==> src/rtl/a2d_spi_resp_pkg.sv <==
// Shared types and constants for the A2D SPI responder.
package a2d_spi_pkg;

   localparam int FRAME_BITS = 16;
   localparam int RES_W      = 12;
   localparam int NUM_CH     = 8;
   localparam int CH_W       = $clog2(NUM_CH);
   localparam int CMD_CH_MSB = 13;
   localparam int CMD_CH_LSB = 11;
   // bit counter must hold FRAME_BITS+1 so long frames are detectable
   localparam int CNT_W      = $clog2(FRAME_BITS + 2);

   typedef enum logic {
      IDLE  = 1'b0,
      SHIFT = 1'b1
   } resp_state_t;

endpackage

==> src/rtl/a2d_spi_resp_if.sv <==
// SPI pin bundle between the A2D interface master and the responder.
interface a2d_spi_resp_if;

   logic SS_n;
   logic SCLK;
   logic MOSI;
   logic MISO;

   modport master (output SS_n, output SCLK, output MOSI, input MISO);
   modport slave  (input SS_n, input SCLK, input MOSI, output MISO);

endinterface

==> src/rtl/a2d_spi_resp_sync.sv <==
// Synchronizer plus history flop for one asynchronous SPI pin; yields level and edge pulses.
module spi_in_sync #(
   parameter int SYNC_STAGES = 2
) (
   input  logic clk,
   input  logic rst,
   input  logic din,
   output logic level,
   output logic rise,
   output logic fall
);

   logic [SYNC_STAGES-1:0] sync_q, sync_d;
   logic                   hist_q, hist_d;

   // shift the pin through the sync chain; history holds the previous synced level
   always_comb begin
      sync_d = {sync_q[SYNC_STAGES-2:0], din};
      hist_d = sync_q[SYNC_STAGES-1];
   end

   // reset to the idle-high level so no false edge appears after reset
   always_ff @(posedge clk) begin
      if (rst) begin
         sync_q <= '1;
         hist_q <= 1'b1;
      end else begin
         sync_q <= sync_d;
         hist_q <= hist_d;
      end
   end

   assign level = sync_q[SYNC_STAGES-1];
   assign rise  = level & ~hist_q;
   assign fall  = ~level & hist_q;

endmodule

==> src/rtl/a2d_spi_resp.sv <==
// SPI responder emulating the 8-channel 12-bit A2D, with one-frame channel pipelining.
//
// state | meaning
// IDLE  | SS_n high, MISO driven low, waiting for SS_n fall
// SHIFT | frame in progress: shift MOSI in on SCLK rise, MISO out on SCLK fall
module a2d_spi_resp
   import a2d_spi_pkg::*;
#(
   parameter int SYNC_STAGES = 2
) (
   input  logic                    clk,
   input  logic                    rst,
   a2d_spi_resp_if.slave           spi,
   input  logic [NUM_CH*RES_W-1:0] ch_data,
   output logic [CH_W-1:0]         chnnl,
   output logic                    frm_done,
   output logic                    frm_err
);

   logic ss_lvl, ss_rise, ss_fall;
   logic sclk_lvl, sclk_rise, sclk_fall;
   logic mosi_lvl, mosi_rise, mosi_fall;
   logic unused_sync;

   resp_state_t           state_q, state_d;
   logic [CNT_W-1:0]      bit_cnt_q, bit_cnt_d;
   logic [FRAME_BITS-1:0] tx_shft_q, tx_shft_d;
   logic [FRAME_BITS-1:0] rx_shft_q, rx_shft_d;
   logic [CH_W-1:0]       chnnl_q, chnnl_d;
   logic                  miso_q, miso_d;
   logic                  frm_done_q, frm_done_d;
   logic                  frm_err_q, frm_err_d;

   spi_in_sync #(.SYNC_STAGES(SYNC_STAGES)) u_ss_sync (
      .clk(clk), .rst(rst), .din(spi.SS_n),
      .level(ss_lvl), .rise(ss_rise), .fall(ss_fall)
   );

   spi_in_sync #(.SYNC_STAGES(SYNC_STAGES)) u_sclk_sync (
      .clk(clk), .rst(rst), .din(spi.SCLK),
      .level(sclk_lvl), .rise(sclk_rise), .fall(sclk_fall)
   );

   spi_in_sync #(.SYNC_STAGES(SYNC_STAGES)) u_mosi_sync (
      .clk(clk), .rst(rst), .din(spi.MOSI),
      .level(mosi_lvl), .rise(mosi_rise), .fall(mosi_fall)
   );

   // only edges of SS_n/SCLK and the level of MOSI are consumed
   assign unused_sync = ^{ss_lvl, sclk_lvl, mosi_rise, mosi_fall};

   // state register
   always_ff @(posedge clk) begin
      if (rst) state_q <= IDLE;
      else     state_q <= state_d;
   end

   // next-state: a frame spans SS_n fall to SS_n rise
   always_comb begin
      state_d = state_q;
      case (state_q)
         IDLE:    if (ss_fall) state_d = SHIFT;
         SHIFT:   if (ss_rise) state_d = IDLE;
         default: state_d = IDLE;
      endcase
   end

   // datapath and outputs; ss_rise takes priority over any SCLK edge in the same clk
   always_comb begin
      bit_cnt_d  = bit_cnt_q;
      tx_shft_d  = tx_shft_q;
      rx_shft_d  = rx_shft_q;
      chnnl_d    = chnnl_q;
      frm_done_d = 1'b0;
      frm_err_d  = 1'b0;
      case (state_q)
         IDLE: begin
            if (ss_fall) begin
               // snapshot the previously addressed channel for the whole frame
               tx_shft_d = {{(FRAME_BITS-RES_W){1'b0}},
                            ch_data[int'(chnnl_q)*RES_W +: RES_W]};
               bit_cnt_d = '0;
               rx_shft_d = '0;
            end
         end
         SHIFT: begin
            if (ss_rise) begin
               if (bit_cnt_q == CNT_W'(FRAME_BITS)) begin
                  chnnl_d    = rx_shft_q[CMD_CH_MSB:CMD_CH_LSB];
                  frm_done_d = 1'b1;
               end else begin
                  frm_err_d  = 1'b1;
               end
            end else if (sclk_rise) begin
               rx_shft_d = {rx_shft_q[FRAME_BITS-2:0], mosi_lvl};
               if (bit_cnt_q != CNT_W'(FRAME_BITS + 1))
                  bit_cnt_d = bit_cnt_q + CNT_W'(1);
            end else if (sclk_fall && (bit_cnt_q != '0)) begin
               // the master's leading SCLK fall must not consume the MSB
               tx_shft_d = {tx_shft_q[FRAME_BITS-2:0], 1'b0};
            end
         end
         default: ;
      endcase
      miso_d = (state_d == SHIFT) ? tx_shft_d[FRAME_BITS-1] : 1'b0;
   end

   // datapath registers
   always_ff @(posedge clk) begin
      if (rst) begin
         bit_cnt_q  <= '0;
         tx_shft_q  <= '0;
         rx_shft_q  <= '0;
         chnnl_q    <= '0;
         miso_q     <= 1'b0;
         frm_done_q <= 1'b0;
         frm_err_q  <= 1'b0;
      end else begin
         bit_cnt_q  <= bit_cnt_d;
         tx_shft_q  <= tx_shft_d;
         rx_shft_q  <= rx_shft_d;
         chnnl_q    <= chnnl_d;
         miso_q     <= miso_d;
         frm_done_q <= frm_done_d;
         frm_err_q  <= frm_err_d;
      end
   end

   assign spi.MISO = miso_q;
   assign chnnl    = chnnl_q;
   assign frm_done = frm_done_q;
   assign frm_err  = frm_err_q;

endmodule

==> src/flat_wrapper.sv <==
// flat-port wrapper written by rule: the top's interface ports become plain ports
module a2d_spi_resp_flat import a2d_spi_pkg::*;
#(
   parameter int SYNC_STAGES = 2
)
  (clk, rst, ch_data, chnnl, frm_done, frm_err, spi_SS_n, spi_SCLK, spi_MOSI, spi_MISO);
  a2d_spi_resp_if spi_i ();
  input  logic clk;
  input  logic rst;
  input  logic [NUM_CH*RES_W-1:0] ch_data;
  output logic [CH_W-1:0] chnnl;
  output logic frm_done;
  output logic frm_err;
  input wire logic [$bits(spi_i.SS_n)-1:0] spi_SS_n;
  input wire logic [$bits(spi_i.SCLK)-1:0] spi_SCLK;
  input wire logic [$bits(spi_i.MOSI)-1:0] spi_MOSI;
  output wire logic [$bits(spi_i.MISO)-1:0] spi_MISO;
  assign spi_i.SS_n = spi_SS_n;
  assign spi_i.SCLK = spi_SCLK;
  assign spi_i.MOSI = spi_MOSI;
  assign spi_MISO = spi_i.MISO;
  a2d_spi_resp #(.SYNC_STAGES(SYNC_STAGES)) u_core (.clk(clk), .rst(rst), .spi(spi_i), .ch_data(ch_data), .chnnl(chnnl), .frm_done(frm_done), .frm_err(frm_err));
endmodule
==> config.mk <==
export PLATFORM = sky130hd
export DESIGN_NAME = a2d_spi_resp_flat
export DESIGN_NICKNAME = d
export VERILOG_FILES = /design/src/rtl/a2d_spi_resp_pkg.sv /design/src/rtl/a2d_spi_resp_if.sv /design/src/rtl/a2d_spi_resp_sync.sv /design/src/rtl/a2d_spi_resp.sv /design/src/flat_wrapper.sv
export SDC_FILE = /design/constraint.sdc
export NUM_CORES = 1
export LEC_CHECK = 0
export CAP_MARGIN = 5
export CORE_ASPECT_RATIO = 0.5
export CORE_MARGIN = 2
export CORE_UTILIZATION = 48
export CTS_CLUSTER_SIZE = 28
export DETAILED_ROUTE_END_ITERATION = 8
export PLACE_DENSITY = 0.85
export SLEW_MARGIN = 30
export SYNTH_ARGS = -nofsm -noshare
export SYNTH_HDL_FRONTEND = slang
export SYNTH_HIERARCHICAL = 1
export SYNTH_SLANG_ARGS = --single-unit
==> constraint.sdc <==
create_clock -name clk -period 4.45 [get_ports clk]
set_input_delay 0.89 -clock clk [delete_from_list [all_inputs] [get_ports clk]]
set_output_delay 0.89 -clock clk [all_outputs]
set_load 0.01 [all_outputs]
---- Word-level counts from Yosys, hierarchy flattened ----
Cells that the tools add are included.
word-level totals
  bits in registers ....................... 50
  input bits .............................. 101
  output and inout port bits .............. 6
  logic and storage cells ................. 63
cells by class
  add/subtract/negate cells ............... 1
  multipliers ............................. 1
  equality and inequality tests ........... 8
  shifts and indexed selects .............. 1
  mux-type cells .......................... 19
  bitwise operators ....................... 11
  reduce and logical (&&, ||, !) cells .... 8
operator list
  operator                                          number
  variable part select 96 x 32 -> 12 bit            1
  two-way mux 16 bit                                4
  two-way mux 14 bit                                3
  one-hot mux 16 bit (2 select lines)               1
  one-hot mux 14 bit (2 select lines)               1
  two-way mux 5 bit                                 4
  one-hot mux 5 bit (2 select lines)                1
  != test 2 bit, second input constant              4
  AND reduction 4 bit                               2
  inverter 1 bit                                    7
  AND reduction 3 bit                               2
  adder 5 x 1 -> 5 bit, second input constant       1
  == test 5 bit, second input constant              1
  multiplier 3 x 2 -> 5 bit, second input constant  1
  != test 5 bit, second input constant              1
  nonzero test 5 bit                                1
  AND 1 bit                                         4
  two-way mux 1 bit                                 4
  != test 2 x 1 -> 1 bit, second input constant     2
  OR reduction 3 bit                                1
  one-hot mux 1 bit (2 select lines)                1
  OR reduction 2 bit                                1
  logical AND 1 bit                                 1

---- Depth between registers and ports, before layout ----
  word-level depth ........................ 7
  depth in mapped cells ................... 8
  gate-level depth less buffers ........... 6

---- By module ----
Netlist, hierarchy kept.
by module, submodules not included
  module        instances  cells each  area each (um2)  seq. area each (um2)
  a2d_spi_resp  1          280         2503.7           840.8
  spi_in_sync   3          8           92.6             60.1

---- Least setup slack after synthesis ----
No wires, ideal clock.
  kind .................................... register -> register
  from .................................... reg u_core.bit_cnt_q[0]
  to ...................................... reg u_core.tx_shft_q[10]
  setup time .............................. 0.137 ns
  data arrival time ....................... 1.626 ns
  required time ........................... 4.313 ns
  slack ................................... 2.687 ns
  cell stages (with the launch flop) ...... 9
  path buffers ............................ 2
  clock period less this slack ............ 1.763 ns
  cell sequence ........................... dfxtp_1 inv_1 ha_1 or4b_1 nand4b_1 buf_6 buf_12 mux2i_1 o22ai_2
between the ends
  longest elaborated chain between the ends .. 4
RTL lines
  item                           RTL line             text
  start, declared                a2d_spi_resp.sv:26   logic [CNT_W-1:0] bit_cnt_q, bit_cnt_d;
  start signal, assigned         a2d_spi_resp.sv:119  bit_cnt_q <= bit_cnt_d;
  nonzero test 5 bit             a2d_spi_resp.sv:98   end else if (sclk_fall && (bit_cnt_q != '0)) begin
  logical AND 1 bit              a2d_spi_resp.sv:98
  != test 2 bit (no line)        --
  AND reduction 4 bit (no line)  --
  end signal, assigned           a2d_spi_resp.sv:120  tx_shft_q <= tx_shft_d;
  end, declared                  a2d_spi_resp.sv:27   logic [FRAME_BITS-1:0] tx_shft_q, tx_shft_d;
No other way between the ends.
A chain may end at the register's enable or synchronous reset.

---- Worst setup path in the final report ----
  from .................................... reg u_core.state_q
  to ...................................... reg u_core.tx_shft_q[11]
between the ends
  longest elaborated chain between the ends .. 3
  elaborated cells on any way between the ends .. 7
  those cells by class .................... eq/ne: 4; mux: 1; bitwise: 1; reduce/logical: 1
RTL lines
  item                              RTL line            text
  start, declared                   a2d_spi_resp.sv:25  resp_state_t state_q, state_d;
  start signal, assigned            a2d_spi_resp.sv:55  else state_q <= state_d;
  inverter 1 bit (no line)          --
  != test 2 x 1 -> 1 bit (no line)  --
  AND reduction 4 bit (no line)     --
Parallel ways exist; a longest one is shown, timed or not.

==> run metrics <==
run status finished clean; Mean Syn Cell Area about 9 µm²; Final min period about 2400 ps; Die Area roughly 6400 µm²; clock latency on the worst-skew pair between 200 and 300 ps; Detailed Place HPWL 5.26 mm; vias per cell about 5.4; initial cell density of the core roughly 50%; most frequent cells in the layout clkdlybuf4s50_1, mux2i_1, dfxtp_1; Worst IR Drop VDD between 0.2 and 0.25 mV; final worst clock skew between 3 and 4 ps; Die Height around 57 µm; Yosys warnings 6; Slowest cell on crit path dfxtp_1; critical-path cell list nor2b_1 > nand4b_1 > buf_6 > mux2i_1 > o22ai_2; Clock transition at path regs roughly 60 ps; WS Path Type flip-flop to flip-flop; via count between 2000 and 3000; Ports 107; max frequency approximately 0.42 GHz; Worst Setup Start Kind flip-flop; Fin Setup TNS 0 ps; first-pass GRT wire length 11.2 mm; IO buf count 106; Core Area roughly 5500 µm²; crit path capture type flip-flop; Routed WL per cell around 15 µm; commonest non-fill, non-tap cell in the layout clkdlybuf4s50_1; Antenna Cells 0; leakage 1.41 nW; Post-Syn Instances 300; cts hold-fix bufs 0; total track usage about 22%; final setup fails 0; Num CTS Buffers 5; Post-CTS Resized 0; vias in the first global route around 2400; Final ANT Viol Nets 0; post-CTS setup buffer count 0; endpoints failing hold 0; Final Non-Filler Cells 468; final cycle utilization of the critical path 52.9%; largest net degree at the start of global routing 49; CP top delay family flip-flops; pwr/cell area about 250 nW/µm²; area of the multi-input gates 1600 µm²; Max Cap Violations 0; Worst Path Max Fanout 21; DRC 0; die width 111 µm; max incr delay on CP about 750 ps; CP required 4590 ps; CTS tree yes; register area approximately 1000 µm²; share of cells above drive strength 1 under 10%; WP buf/inv 1; Final Wtd Congestion 0.821; CTS HTree Levels 2; # fillers about 430; total grt overflow 0; nets@finish around 500; Synth Net Count a little over 400; fin. max-slew vios 0; final WL just over 7 mm; clk buf depth 2; Post-Synthesis Cell Area about 2700 µm²; DRT Pass-1 Iters 4; Critical Path AT about 2500 ps; headroom to the max-slew limit a little over two fifths; RSZ-0062 raised after global routing no; clk root buf clkbuf_16; Hold Crit Class flip-flop to flip-flop; clock sink count 50; DR iter-0 viols 119; site row count 19; P&R area growth vs syn 44.4%; Inst Count DP about 460; reg2reg setup slack about 2100 ps; Worst Tran Pin Value roughly 860 ps; antenna violations before repair 0
## flip-flops by register name (all words and copies together), names as in the netlist
name	count
u_core/frm_err	1
u_core/frm_done	1
u_core/u_ss_sync/hist_q	1
u_core/state_q	1
u_core/u_sclk_sync/hist_q	1
u_core/chnnl	3
u_core/spi.MISO	1
u_core/u_mosi_sync/sync_q	2
u_core/rx_shft_q	14
u_core/tx_shft_q	16
u_core/u_sclk_sync/sync_q	2
u_core/bit_cnt_q	5
u_core/u_ss_sync/sync_q	2
## report_power, final
group | total [W] | switching (W) | leakage [nW] | internal, W
clock network | 0.000386 | 0.000161 | 0.0735 | 0.000225
logic | 0.000141 | 0.0000424 | 0.929 | 0.0000984
registers | 0.000462 | 0.00000646 | 0.406 | 0.000455
## worst paths after layout
kind | from | end | depth (start not counted)
worst max-delay path | u_core/state_q | u_core/tx_shft_q[11] | 5
worst min-delay path | u_core/u_ss_sync/sync_q[0] | u_core/u_ss_sync/sync_q[1] | 1
worst max register to register | u_core/state_q | u_core/tx_shft_q[11] | 5
worst min register to register | u_core/u_ss_sync/sync_q[0] | u_core/u_ss_sync/sync_q[1] | 1
## area by class of cell
class                      count  area share [%]
inverter                       6           0.569
sequential                    50            25.3
timing repair buffer         109            27.5
multi-input combinational    222            40.4
tap                           73            2.31
clock inverter                 2           0.411
clock buffer                   6            3.51
## routing by layer
| layer | up-vias | GRT usage [%] | wire, µm |
|---|---|---|---|
| met5 | - | 0 | 0 |
| met2 | 82 | 38.2 | 3380 |
| met4 | 0 | 8.57 | 146 |
| li1 | 1266 | - | - |
| met1 | 1161 | 26.7 | 3160 |
| met3 | 18 | 4.68 | 405 |
## per-stage QoR
stage          utilization (%)  total power [W]  worst slack [ps]  hold WS, ps  area (µm²)
6_report                  72.1         0.000989              2100          404        3960
5_1_grt                   72.1          0.00103              1870          417        3960
4_1_cts                   71.8         0.000999              1860          405        3950
3_5_place_dp              69.0         0.000612              1880          389        3790
3_3_place_gp              69.0         0.000607              1960          386        3790
2_1_floorplan                -         0.000513              2690          383        2740
Power figures use the tool's default switching activity.
==> RTL change 1 (same flow settings) <==
One comparison of `bit_cnt_q` changes from == to >=.
--- a/src/rtl/a2d_spi_resp.sv
+++ b/src/rtl/a2d_spi_resp.sv
@@ -86,5 +86,5 @@
          SHIFT: begin
             if (ss_rise) begin
-               if (bit_cnt_q == CNT_W'(FRAME_BITS)) begin
+               if (bit_cnt_q >= CNT_W'(FRAME_BITS)) begin
                   chnnl_d    = rx_shft_q[CMD_CH_MSB:CMD_CH_LSB];
                   frm_done_d = 1'b1;
Check against the original RTL: same outputs for any inputs over 10 cycles, from zero or initial values and one cycle with rst high; that may be too few to reach the edited logic, so the function may still have changed.
==> RTL change 1 against the original RTL <==
  * Routed wire length grew 11%
  * Count of clock-buffer cells in the layout stayed put
  * Die area up 2.4%
  * Worst setup slack worse by 190 ps
  * Sequential cell count unchanged
  * Final area rose by 1.9%
  * Critical path depth shrank 3
  * Worst hold slack better by 5.4 ps
  * Clock power up 16%
  * Total power rose by 7.4%
  * Largest cell class unchanged
  * Synthesized area up 2.6%
  * Cell count increased by 1.1%
  * Critical endpoint is now chnnl[0]
  * Largest power group unchanged
==> RTL change 1: results (changes against the original RTL) <==
* CTS Buf Count at 5 (unchanged)
* Clock latency on the worst-skew pair at 290 ps (about the same)
* Worst-Margin Slew at 866 ps (was 860 ps)
* Hold slack at 409 ps (was 404 ps)
* Pint at 0.000844 W (was 0.000779 W)
* DRT iter0 DRCs at 156 (was 119)
* Worst path top cell family by delay: buffers and inverters (was flip-flops)
* Detail Route Antenna Nets at 0 (unchanged)
* Reg area at 1000 µm² (unchanged)
* Ratio of cells with drive above 1 in the final layout at 7.50% (was 5.82%)
* Routed WL per cell at 16.6 µm (was 15.1 µm)
* Crit path from: u_core/chnnl[0]$_SDFFE_PP0P_ (was u_core/state_q$_SDFF_PP0_)
* Yosys Warn Count at 6 (unchanged)
* Worst path max stage delay at 640 ps (was 750 ps)
* Vias per inst at 5.58 (was 5.40)
* Slowest cell on the critical path: clkdlybuf4s50_1 (was dfxtp_1)
* Net Count, Synth at 410 (was 404)
* Leak at 1.34 nW (was 1.41 nW)
* Reg2reg setup slack at 2000 ps (was 2100 ps)
* GP Congestion at 0.864 (was 0.821)
* Syn Inst Count at 306 (was 300)
* Clk power at 0.000446 W (was 0.000386 W)
* GRT Total Usage at 23.3% (was 21.7%)
* Largest net degree at the start of global routing at 37 (was 49)
* Critical-path maximum fanout at 34 (was 21)
* Placed cell count at 465 (was 459)
* R2R depth at 4 (was 5)
* Nets at 503 (was 498)
* Worst-path clk slew at about 70 ps
* Via count at 2,637 (was 2,527)
* HP Class: register to register (unchanged)
* Final hold vios at 0 (unchanged)
* Cells on Worst Hold Path at 1 (unchanged)
* Worst Skew at 8.02 ps (was 3.40 ps)
* Pre-CTS setup slack at 1750 ps (was 1880 ps)
* Vias in the first global route at 2,511 (was 2,402)
* Worst hold start: u_core/u_mosi_sync/sync_q[0]$_SDFF_PP1_ (was u_core/u_ss_sync/sync_q[0]$_SDFF_PP1_)
* Antenna Cells at 0 (unchanged)
* Worst VDD drop at 0.000170 V (was 0.000218 V)
* FF-to-FF End: u_core/tx_shft_q[3]$_SDFFE_PP0P_ (was u_core/tx_shft_q[11]$_SDFFE_PP0P_)
* Initial antenna violation count at 0 (unchanged)
* Biggest regs: u_core/tx_shft_q x16, u_core/rx_shft_q x14, u_core/bit_cnt_q x5 (unchanged)
* Post-DP HPWL at 5.73 mm (was 5.26 mm)
* PostCTS Resize Cnt at 0 (unchanged)
* Status: finished, final reports clean (unchanged)
* First-pass GRT wire length at 12.2 mm (was 11.2 mm)
* Max-capacitance violation count at 0 (unchanged)
* Post-CTS Setup Bufs at 0 (unchanged)
* Hold EP: u_core/u_mosi_sync/sync_q[1]$_SDFF_PP1_ (was u_core/u_ss_sync/sync_q[1]$_SDFF_PP1_)
* Part of the power in registers at 43.9% (was 46.7%)
* Dpl cell area at 3860 µm² (was 3790 µm²)
* FILL cells at 399 (was 425)
* 1st-pass router iterations at 4 (unchanged)
RTL change 1: worst max path at each step:
stage               slack [ps]                                 to  cells past startpoint
floorplan                 2550   u_core/tx_shft_q[0]$_SDFFE_PP0P_                      3
global placement          1870  u_core/tx_shft_q[11]$_SDFFE_PP0P_                      5
detailed placement        1750   u_core/tx_shft_q[9]$_SDFFE_PP0P_                      5
CTS                       1880                           chnnl[0]                      2
global route              1830   u_core/tx_shft_q[5]$_SDFFE_PP0P_                      4
finish                    1910                           chnnl[0]                      2
RTL change 1: routing by layer:
layer  global-route usage (%)  up-vias  part of all wire, %
met5                        0        -                    0
li1                         -     1297                    -
met4                     4.70        0                 0.78
met1                     31.5     1242                   47
met3                     4.71        6                  6.3
met2                     39.4       92                   46
RTL change 1: area by class of cell:
class / count / share of cell area, %
clock inverters: 2 / 0.961
multi-input cells: 230 / 41.4
repair buffers: 109 / 26.9
well taps: 73 / 2.26
clock buffers: 6 / 3.44
flip-flops and latches: 50 / 24.8
inverters: 3 / 0.279
==> RTL change 2 (same settings) <==
Without the edit above. Set the package constant `FRAME_BITS` to 32 (it was 16).
--- a/src/rtl/a2d_spi_resp_pkg.sv
+++ b/src/rtl/a2d_spi_resp_pkg.sv
@@ -2,5 +2,5 @@
 package a2d_spi_pkg;
 
-   localparam int FRAME_BITS = 16;
+   localparam int FRAME_BITS = 32;
    localparam int RES_W      = 12;
    localparam int NUM_CH     = 8;
Behaviour: no difference found for any inputs over 10 cycles, from zero or initial values and one cycle with rst high; that may be too few to reach the edited logic, so the function may still have changed.
==> RTL change 2 against the original RTL <==
  * Die area up 19%
  * Cell count is 25% higher
  * Sequential cell count increased by 17
  * Fmax is 1.1% higher
  * Final area increased by 18%
  * Total power is 41% higher
  * First-iteration DRC count increased by 100%
  * Routed wire length rose by 29%
  * Worst hold slack improved by 2.7 ps
  * Worst setup slack improved by 25 ps
  * Synthesized area rose by 20%
  * Sequential share of layout area up 3.5 points
  * Register-to-register slack improved by 180 ps
==> RTL change 2: results (changes against the original RTL) <==
* Status: finished, final reports clean (unchanged)
* Initial antenna violation count at 0 (unchanged)
* DRT iter0 DRCs at 240 (was 119)
* Hold EP: u_core/u_ss_sync/sync_q[1]$_SDFF_PP1_ (unchanged)
* Biggest regs: u_core/tx_shft_q x32, u_core/rx_shft_q x14, u_core/bit_cnt_q x6 (was u_core/tx_shft_q x16, u_core/rx_shft_q x14, u_core/bit_cnt_q x5)
* FF-to-FF Start: u_core/chnnl[0]$_SDFFE_PP0P_ (was u_core/state_q$_SDFF_PP0_)
* Worst path max stage delay at 600 ps (was 750 ps)
* Met2 Resource Use GR at 36.9% (was 38.2%)
* Largest net degree at the start of global routing at 51 (was 49)
* Worst EP arrival at 1440 ps (was 2490 ps)
* Worst-Margin Slew at 876 ps (was 860 ps)
* Met3 Use GR at 6.48% (was 4.68%)
* Leak at 1.54 nW (was 1.41 nW)
* Vias in the first global route at 2,933 (was 2,402)
* FILL cells at 542 (was 425)
* Routed WL per cell at 15.6 µm (was 15.1 µm)
* H-tree depth at 3 (was 2)
* Nets at 590 (was 498)
* Worst VDD drop at 0.000214 V (was 0.000218 V)
* Ratio of cells with drive above 1 in the final layout at 5.70% (was 5.82%)
* GRT Total Usage at 24.0% (was 21.7%)
* Post-DP HPWL at 6.39 mm (was 5.26 mm)
* Worst Skew at 4.73 ps (was 3.40 ps)
* Critical-path maximum fanout at 8 (was 21)
* Clock Tree Buf Depth at 2 (unchanged)
* Reg2reg setup slack at 2280 ps (was 2100 ps)
* FF-to-FF End: u_core/tx_shft_q[0]$_SDFFE_PP0P_ (was u_core/tx_shft_q[11]$_SDFFE_PP0P_)
* Slowest cell on the critical path: clkdlybuf4s50_1 (was dfxtp_1)
* Hold slack at 406 ps (was 404 ps)
* First-pass GRT wire length at 14.4 mm (was 11.2 mm)
* Net Count, Synth at 499 (was 404)
* Via count at 3,191 (was 2,527)
* Worst path top cell family by delay: buffers and inverters (was flip-flops)
* GP Congestion at 0.830 (was 0.821)
* Clock latency on the worst-skew pair at 320 ps (was 290 ps)
* Clock root cell: clkbuf_16 (unchanged)
* GR Util met1 at 33.5% (was 26.7%)
* R2R depth at 4 (was 5)
* CTS Buf Count at 9 (was 5)
-- RTL change 2: per-stage QoR --
step	worst slack (ps)	std cells	power (W)	instance area [µm²]
after global routing	2070	583	0.00145	4670
after detailed placement	2020	567	0.000774	4390
after global placement	2120	567	0.000771	4390
after CTS	2110	583	0.00141	4670
final	2120	583	0.00140	4670
after floorplan	2560	395	0.000675	3300
-- RTL change 2: routing by layer --
layer,vias to the layer above,part of all wire [%],wire (µm)
met2,112,45,4050
met4,0,0.98,89
met5,-,0,0
met3,9,7.6,688
met1,1494,47,4280
li1,1576,-,-
-- RTL change 2: worst max path at each step --
stage / from / to / slack, ps / cells after the start
2_1_floorplan: ch_data[84] / u_core/tx_shft_q[0]$_SDFFE_PP0P_ / 2560 / 3
3_3_place_gp: rst / u_core/tx_shft_q[3]$_SDFFE_PP0P_ / 2120 / 4
3_5_place_dp: rst / u_core/tx_shft_q[7]$_SDFFE_PP0P_ / 2020 / 4
4_1_cts: u_core/chnnl[1]$_SDFFE_PP0P_ / chnnl[1] / 2110 / 1
5_1_grt: u_core/chnnl[1]$_SDFFE_PP0P_ / chnnl[1] / 2070 / 1
6_report: u_core/chnnl[1]$_SDFFE_PP0P_ / chnnl[1] / 2120 / 1
-- RTL change 2: where the power goes --
part	total [W]	internal (W)	switching, W
clock	0.000635	0.000391	0.000244
sequential	0.000619	0.000612	0.00000656
combinational	0.000145	0.0000987	0.0000459
total	0.00140	0.00110	0.000296
-- RTL change 2: cell type report --
cell class / instances / area, µm² / share of cell area (%)
Multi-Input combinational cell: 294 / 1830 / 39.1
Sequential cell: 67 / 1340 / 28.8
Timing Repair Buffer: 111 / 1100 / 23.5
Clock buffer: 12 / 246 / 5.28
Tap cell: 92 / 115 / 2.47
Clock inverter: 4 / 26.3 / 0.563
Inverter: 3 / 11.3 / 0.241
